### config.mk
export PLATFORM = sky130hd
export DESIGN_NAME = mem_stage
export DESIGN_NICKNAME = d
export VERILOG_FILES = /design/src/rtl/mem_stage.sv
export SDC_FILE = /design/constraint.sdc
export NUM_CORES = 1
export LEC_CHECK = 0
export ABC_AREA = 1
export CELL_PAD_IN_SITES_DETAIL_PLACEMENT = 0
export CELL_PAD_IN_SITES_GLOBAL_PLACEMENT = 1
export CORE_ASPECT_RATIO = 1.75
export CORE_MARGIN = 5
export CORE_UTILIZATION = 26
export DETAILED_ROUTE_END_ITERATION = 8
export PLACE_DENSITY_LB_ADDON = 0.05
export SETUP_SLACK_MARGIN = 0.02
export SLEW_MARGIN = 20
export SYNTH_ARGS = -nofsm -noshare
export SYNTH_HDL_FRONTEND = slang
export SYNTH_SLANG_ARGS = --single-unit
### constraint.sdc
create_clock -name clk -period 9.8 [get_ports clk]
set_input_delay 2.94 -clock clk [delete_from_list [all_inputs] [get_ports clk]]
set_output_delay 2.94 -clock clk [all_outputs]
set_load 0.02 [all_outputs]
### src/rtl/mem_stage.sv
// -----------------------------------------------------------------------------
// mem_stage -- memory-access stage of the 5-stage RISC pipeline.
//
// Consumes the EX/MEM register, performs loads/stores over a single-outstanding
// req/ack data-memory port and produces the registered MEM/WB register. While an
// access is pending the upstream pipeline is stalled; a watchdog abandons any
// access that stays un-acked for too long.
//
// Parameters:
//   MAX_WAIT      cycles a request may stay un-acked (1..255, default 15)
//
// Ports:
//   clk           in   pipeline clock (rising edge)
//   rst           in   asynchronous active-high reset
//   ex_mem_i      in   EX/MEM register (held stable by upstream while stalled)
//   mem_wb_o      out  registered MEM/WB register
//   stall_o       out  combinational stall of IF..EX/MEM
//   dmem_req_o    out  memory request
//   dmem_we_o     out  1 = store, 0 = load
//   dmem_addr_o   out  byte address
//   dmem_wdata_o  out  store data
//   dmem_ack_i    in   access complete (may coincide with the first request)
//   dmem_rdata_i  in   load data, valid with dmem_ack_i on loads
//   bus_err_o     out  registered one-cycle pulse on watchdog expiry
//   misalign_o    out  registered one-cycle pulse on a misaligned access
//                      (present only with MEM_STAGE_ALIGN_CHECK_EN)
//
// Build option:
//   MEM_STAGE_ALIGN_CHECK_EN  defined: misaligned accesses are rejected and
//                             flagged on misalign_o. Undefined: the low two
//                             address bits are cleared and the access proceeds.
// -----------------------------------------------------------------------------

package mem_stage_pkg;

  typedef struct packed {
    logic        valid;
    logic [31:0] alu_result;
    logic [31:0] rs2;
    logic [4:0]  rd;
    logic        reg_write;
    logic        mem_read;
    logic        mem_write;
    logic        mem_to_reg;
  } ex_mem_t;

  typedef struct packed {
    logic        valid;
    logic [31:0] alu_or_mem_val;
    logic [4:0]  rd;
    logic        reg_write;
  } mem_wb_t;

endpackage

module mem_stage
  import mem_stage_pkg::*;
#(
  parameter int unsigned MAX_WAIT = 15
) (
  input  logic        clk,
  input  logic        rst,
  input  ex_mem_t     ex_mem_i,
  output mem_wb_t     mem_wb_o,
  output logic        stall_o,
  output logic        dmem_req_o,
  output logic        dmem_we_o,
  output logic [31:0] dmem_addr_o,
  output logic [31:0] dmem_wdata_o,
  input  logic        dmem_ack_i,
  input  logic [31:0] dmem_rdata_i,
  output logic        bus_err_o
`ifdef MEM_STAGE_ALIGN_CHECK_EN
  ,
  output logic        misalign_o
`endif
);

  localparam logic [7:0] MAX_WAIT_C = 8'(MAX_WAIT);

  typedef enum logic {
    IDLE = 1'b0,
    WAIT = 1'b1
  } state_t;

  state_t      state_q, state_d;
  logic [7:0]  wait_cnt_q, wait_cnt_d;
  mem_wb_t     mem_wb_q, mem_wb_d;
  logic        bus_err_q, bus_err_d;

  logic        mem_op;
  logic        misalign;
  logic        access;
  logic        req;
  logic        timeout;
  logic        complete;
  logic        stall;

  assign mem_op = ex_mem_i.valid && (ex_mem_i.mem_read || ex_mem_i.mem_write);

`ifdef MEM_STAGE_ALIGN_CHECK_EN
  logic misalign_q, misalign_d;
  assign misalign = mem_op && (ex_mem_i.alu_result[1:0] != 2'b00);
`else
  assign misalign = 1'b0;
`endif

  // A misaligned op never reaches the memory port.
  assign access = mem_op && !misalign;

  // The request stays up through the final watchdog cycle so that an ack
  // arriving there can still complete the access; it drops afterwards.
  // Gating with rst keeps the port quiet while a reset is in progress even
  // though upstream may still present a valid memory op.
  assign req      = !rst && (((state_q == IDLE) && access) || (state_q == WAIT));
  assign timeout  = !rst && (state_q == WAIT) && !dmem_ack_i && (wait_cnt_q == MAX_WAIT_C);
  assign complete = req && dmem_ack_i;
  assign stall    = req && !dmem_ack_i && !timeout;

  // ---------------------------------------------------------------------------
  // State register
  // ---------------------------------------------------------------------------
  always_ff @(posedge clk or posedge rst) begin
    if (rst) begin
      state_q    <= IDLE;
      wait_cnt_q <= 8'd0;
      mem_wb_q   <= '0;
      bus_err_q  <= 1'b0;
`ifdef MEM_STAGE_ALIGN_CHECK_EN
      misalign_q <= 1'b0;
`endif
    end else begin
      state_q    <= state_d;
      wait_cnt_q <= wait_cnt_d;
      mem_wb_q   <= mem_wb_d;
      bus_err_q  <= bus_err_d;
`ifdef MEM_STAGE_ALIGN_CHECK_EN
      misalign_q <= misalign_d;
`endif
    end
  end

  // ---------------------------------------------------------------------------
  // Next-state logic
  // ---------------------------------------------------------------------------
  always_comb begin
    state_d    = state_q;
    wait_cnt_d = wait_cnt_q;
    unique case (state_q)
      IDLE: begin
        if (access && !dmem_ack_i) begin
          state_d    = WAIT;
          wait_cnt_d = 8'd1;
        end
      end
      WAIT: begin
        if (dmem_ack_i || timeout) begin
          state_d    = IDLE;
          wait_cnt_d = 8'd0;
        end else begin
          wait_cnt_d = wait_cnt_q + 8'd1;
        end
      end
      default: begin
        state_d    = IDLE;
        wait_cnt_d = 8'd0;
      end
    endcase
  end

  // ---------------------------------------------------------------------------
  // Output logic
  // ---------------------------------------------------------------------------
  always_comb begin
    mem_wb_d  = '0;
    bus_err_d = timeout;
`ifdef MEM_STAGE_ALIGN_CHECK_EN
    misalign_d = misalign;
`endif
    if (stall) begin
      mem_wb_d = '0;
    end else if (complete) begin
      // A store never writes the register file, even if mem_read is also set.
      mem_wb_d.valid          = 1'b1;
      mem_wb_d.rd             = ex_mem_i.rd;
      mem_wb_d.reg_write      = ex_mem_i.reg_write && !ex_mem_i.mem_write;
      mem_wb_d.alu_or_mem_val = (ex_mem_i.mem_to_reg && !ex_mem_i.mem_write)
                                ? dmem_rdata_i : ex_mem_i.alu_result;
    end else if (timeout || misalign) begin
      // Abandoned access: the instruction retires without architectural effect.
      mem_wb_d.valid          = 1'b1;
      mem_wb_d.rd             = ex_mem_i.rd;
      mem_wb_d.reg_write      = 1'b0;
      mem_wb_d.alu_or_mem_val = ex_mem_i.alu_result;
    end else if (ex_mem_i.valid) begin
      mem_wb_d.valid          = 1'b1;
      mem_wb_d.rd             = ex_mem_i.rd;
      mem_wb_d.reg_write      = ex_mem_i.reg_write;
      mem_wb_d.alu_or_mem_val = ex_mem_i.alu_result;
    end
  end

  assign mem_wb_o     = mem_wb_q;
  assign bus_err_o    = bus_err_q;
  assign stall_o      = stall;
  assign dmem_req_o   = req;
  assign dmem_we_o    = !rst && ex_mem_i.valid && ex_mem_i.mem_write;
  assign dmem_wdata_o = (!rst && ex_mem_i.valid) ? ex_mem_i.rs2 : 32'd0;

`ifdef MEM_STAGE_ALIGN_CHECK_EN
  assign dmem_addr_o  = (!rst && ex_mem_i.valid) ? ex_mem_i.alu_result : 32'd0;
  assign misalign_o   = misalign_q;
`else
  // Without the alignment check, accesses are forced onto a word boundary.
  assign dmem_addr_o  = (!rst && ex_mem_i.valid) ? {ex_mem_i.alu_result[31:2], 2'b00} : 32'd0;
`endif

endmodule

==> run_results.csv <==
group,metric,value,unit
route,via_per_inst,4.36,
synthesis,synth_common_cells,"nand2_1, inv_1, nor2_1",
layout,drive_gt1_frac,0.0452,
cts,cts_sinks,49,
synthesis,syn_area,0.00344,mm²
global_routing,grt.busiest_layer,"met2",
synthesis,yosys.area_share.simple,0.432,
global_routing,track_usage,0.168,
floorplan,start_util,0.266,
layout,multi_input_area,0.00161,mm²
timing,worst-slew-pin-transition,0.829,ns
synthesis,synthTopCellsByArea,"dfrtp_1, nand2_1, inv_1",
global_routing,antenna_found_initial,1,
synthesis,post_synth.cell_area_avg,6.09,µm²
timing,fin_skew,0.00553,ns
power_and_ir_drop,ir_worst_vdd,65.8,µV
placed_design,globalplace.congestion,0.737,
synthesis,synth-async-reset-ratio,1.00,
cts,cts_tree,"yes",
route,drc,0,
synthesis,synth_fa_ha_area_frac,0.00364,
setup_path,start_kind,"input port",
placed_design,dpl.hpwl,9670,µm
floorplan,chipWidth,96.9,µm
global_routing,gr-usage-met1,0.178,
timing,slew_headroom,0.448,
job,maxCapViolCount,0,
global_routing,gr-usage-met2,0.318,
timing,slew_violations,0,
setup_path,reg2reg_depth,7,
setup_path,critPathMaxStageDelay,0.62,ns
synthesis,synth-edff-count,0,
synthesis,synth_ff_type,"dfrtp_1",
placed_design,post-place-ws,1.55,ns
timing,setup_ws,1.62,ns
global_routing,grt_pass1_vias,4084,
layout,nets,862,
cts,cts.path.max_buffers,2,
setup_path,path_class,"input port to output port",
layout,fillerInstances,1383,
synthesis,ys_warn_count,0,
cts,cts-root-buf,"clkbuf_16",
min_path,hold_path.class,"flop to flop",
timing,fmax,122,MHz
floorplan,fp-row-count,55,
timing,setup_viol,0,
setup_path,crit_path_end_kind,"output port",
cts,numCtsBuffers,5,
route,postRouteAntennaNets,0,
floorplan,fp.dieArea,0.0157,mm²
global_routing,grt_pass1_wl,21400,µm
synthesis,synth_seq_area_share,0.357,
placed_design,numPortBuffers,213,
setup_path,worst-path-max-fanout,36,
setup_path,required,6.86,ns
synthesis,synth_xor_area_frac,0.0102,
timing,hold_ws,0.530,ns
synthesis,synth_compound_area_frac,0.0153,
power_and_ir_drop,leakage,3.08,nW
synthesis,ys_ff_latch,49,
floorplan,ioPinCount,216,
cts,clkSlewWorstSetupHoldPaths,0.07,ns
synthesis,synth_top_area_frac,0.357,
cts,post_cts_resized,0,
layout,syn_to_final_growth,69.7,%
layout,seqCellArea,0.00123,mm²
timing,period_share,0.835,
min_path,holdPathStages,2,
status,status,"complete, no violations",
route,via_count,4033,
timing,period_needed,8.18,ns
synthesis,yosysMostFrequentCell,"nand2_1",
floorplan,coreArea,0.0129,mm²
synthesis,syn_inst,565,
global_routing,overflow,0,
layout,finish.utilization,0.451,
cts,h-tree-depth,2,
timing,rsz0062_at_grt,"no",
global_routing,grt_max_degree,86,
setup_path,slowest_stage,"clkdlybuf4s50_1",
synthesis,synthMuxAreaShare,0,
power_and_ir_drop,p_per_area,114,mW/mm²
global_routing,met3_usage,0.0486,
synthesis,synth_cell_types,23,
timing,hold_viol,0,
cts,clock_insertion_delay_worst_skew,0.29,ns
cts,cts_hold_buf,0,
synthesis,synth_top_area_cell,"dfrtp_1",
cts,cts_setup_buffers,0,
route,wirelength,13400,µm
timing,setup_tns,0,ns
setup_path,path_cells,"clkdlybuf4s50_1, inv_2, nand2_2, nand2_2, nand2_4, nand2_1, nor2_1, clkdlybuf4s50_1",
route,drt_iter0_drc,98,
route,detail_route.wl_per_cell,14.5,µm
route,firstDrtPassIters,4,
setup_path,crit_arrival,5.24,ns
floorplan,die_h,162,µm
synthesis,synth_top_family_by_area,"simple AND/OR/NAND/NOR gates",
==> cells in the final DEF (no fill, tap or decap), types with 5 or more instances in the layout <==
cell type        instances
nand4_1                 34
clkbuf_16                5
dfrtp_1                 49
nand2_1                157
clkdlybuf4s50_1        211
o21ai_0                  9
nor2_1                  97
nor2_2                  10
inv_1                  113
nand3_1                 39
==> critical path: cells and delay by family <==
kind / cells / cell delay, ns
buf+inv: 3 / 1.38
simple gates: 5 / 0.91
==> cell type report <==
type                            count  area share
Tap cell                          171      0.0367
Clock buffer                        6      0.0238
Sequential cell                    49       0.210
Inverter                          118      0.0761
Multi-Input combinational cell    363       0.276
Timing Repair Buffer              215       0.370
Antenna cell                        1    0.000429
Clock inverter                      2     0.00643
==> metal layers <==
metal  vias to the layer above  routed length (µm)
li1                       2044                   -
met1                      1834                4980
met2                       147                7290
met3                         8                 973
met4                         0                 206
met5                         -                   0
==> stage by stage <==
| step | total power [W] | cell area, µm² | std cells |
|---|---|---|---|
| 2_1_floorplan | 0.000350 | 3440 | 566 |
| 4_1_cts | 0.000675 | 5800 | 923 |
| 6_report | 0.000666 | 5840 | 925 |
| 5_1_grt | 0.000705 | 5840 | 925 |
| 3_5_place_dp | 0.000466 | 5630 | 915 |
| 3_3_place_gp | 0.000464 | 5620 | 915 |
==> worst paths after layout <==
| path | start | end | slack, ns |
|---|---|---|---|
| worst max-delay path | ex_mem_i[1] | stall_o | 1.62 |
| worst min-delay path | wait_cnt_q[1] | wait_cnt_q[1] | 0.53 |
| worst max register to register | state_q | mem_wb_o[32] | 7.50 |
| worst min register to register | wait_cnt_q[1] | wait_cnt_q[1] | 0.53 |
| max in group asynchronous | rst | mem_wb_o[12] | 6.04 |
| min in group asynchronous | rst | wait_cnt_q[7] | 3.27 |
==> cell families after synthesis <==
group	count (synthesis)
AO/OA/AOI/OAI	10
XOR/XNOR	4
adder cells (fa/ha/maj)	1
buffers and inverters	154
flip-flops	49
other	1
AND/OR/NAND/NOR	346
==> flip-flops by register name, indices dropped and copies added, names as in the netlist <==
register / cells
mem_wb_o: 39
state_q: 1
bus_err_o: 1
wait_cnt_q: 8
==> power breakdown <==
part           total, W  switching [W]  internal [W]
combinational  0.000234       0.000125      0.000108
clock          0.000205      0.0000775      0.000127
sequential     0.000228     0.00000760      0.000220
No activity file was read; power rests on OpenSTA's default activity.
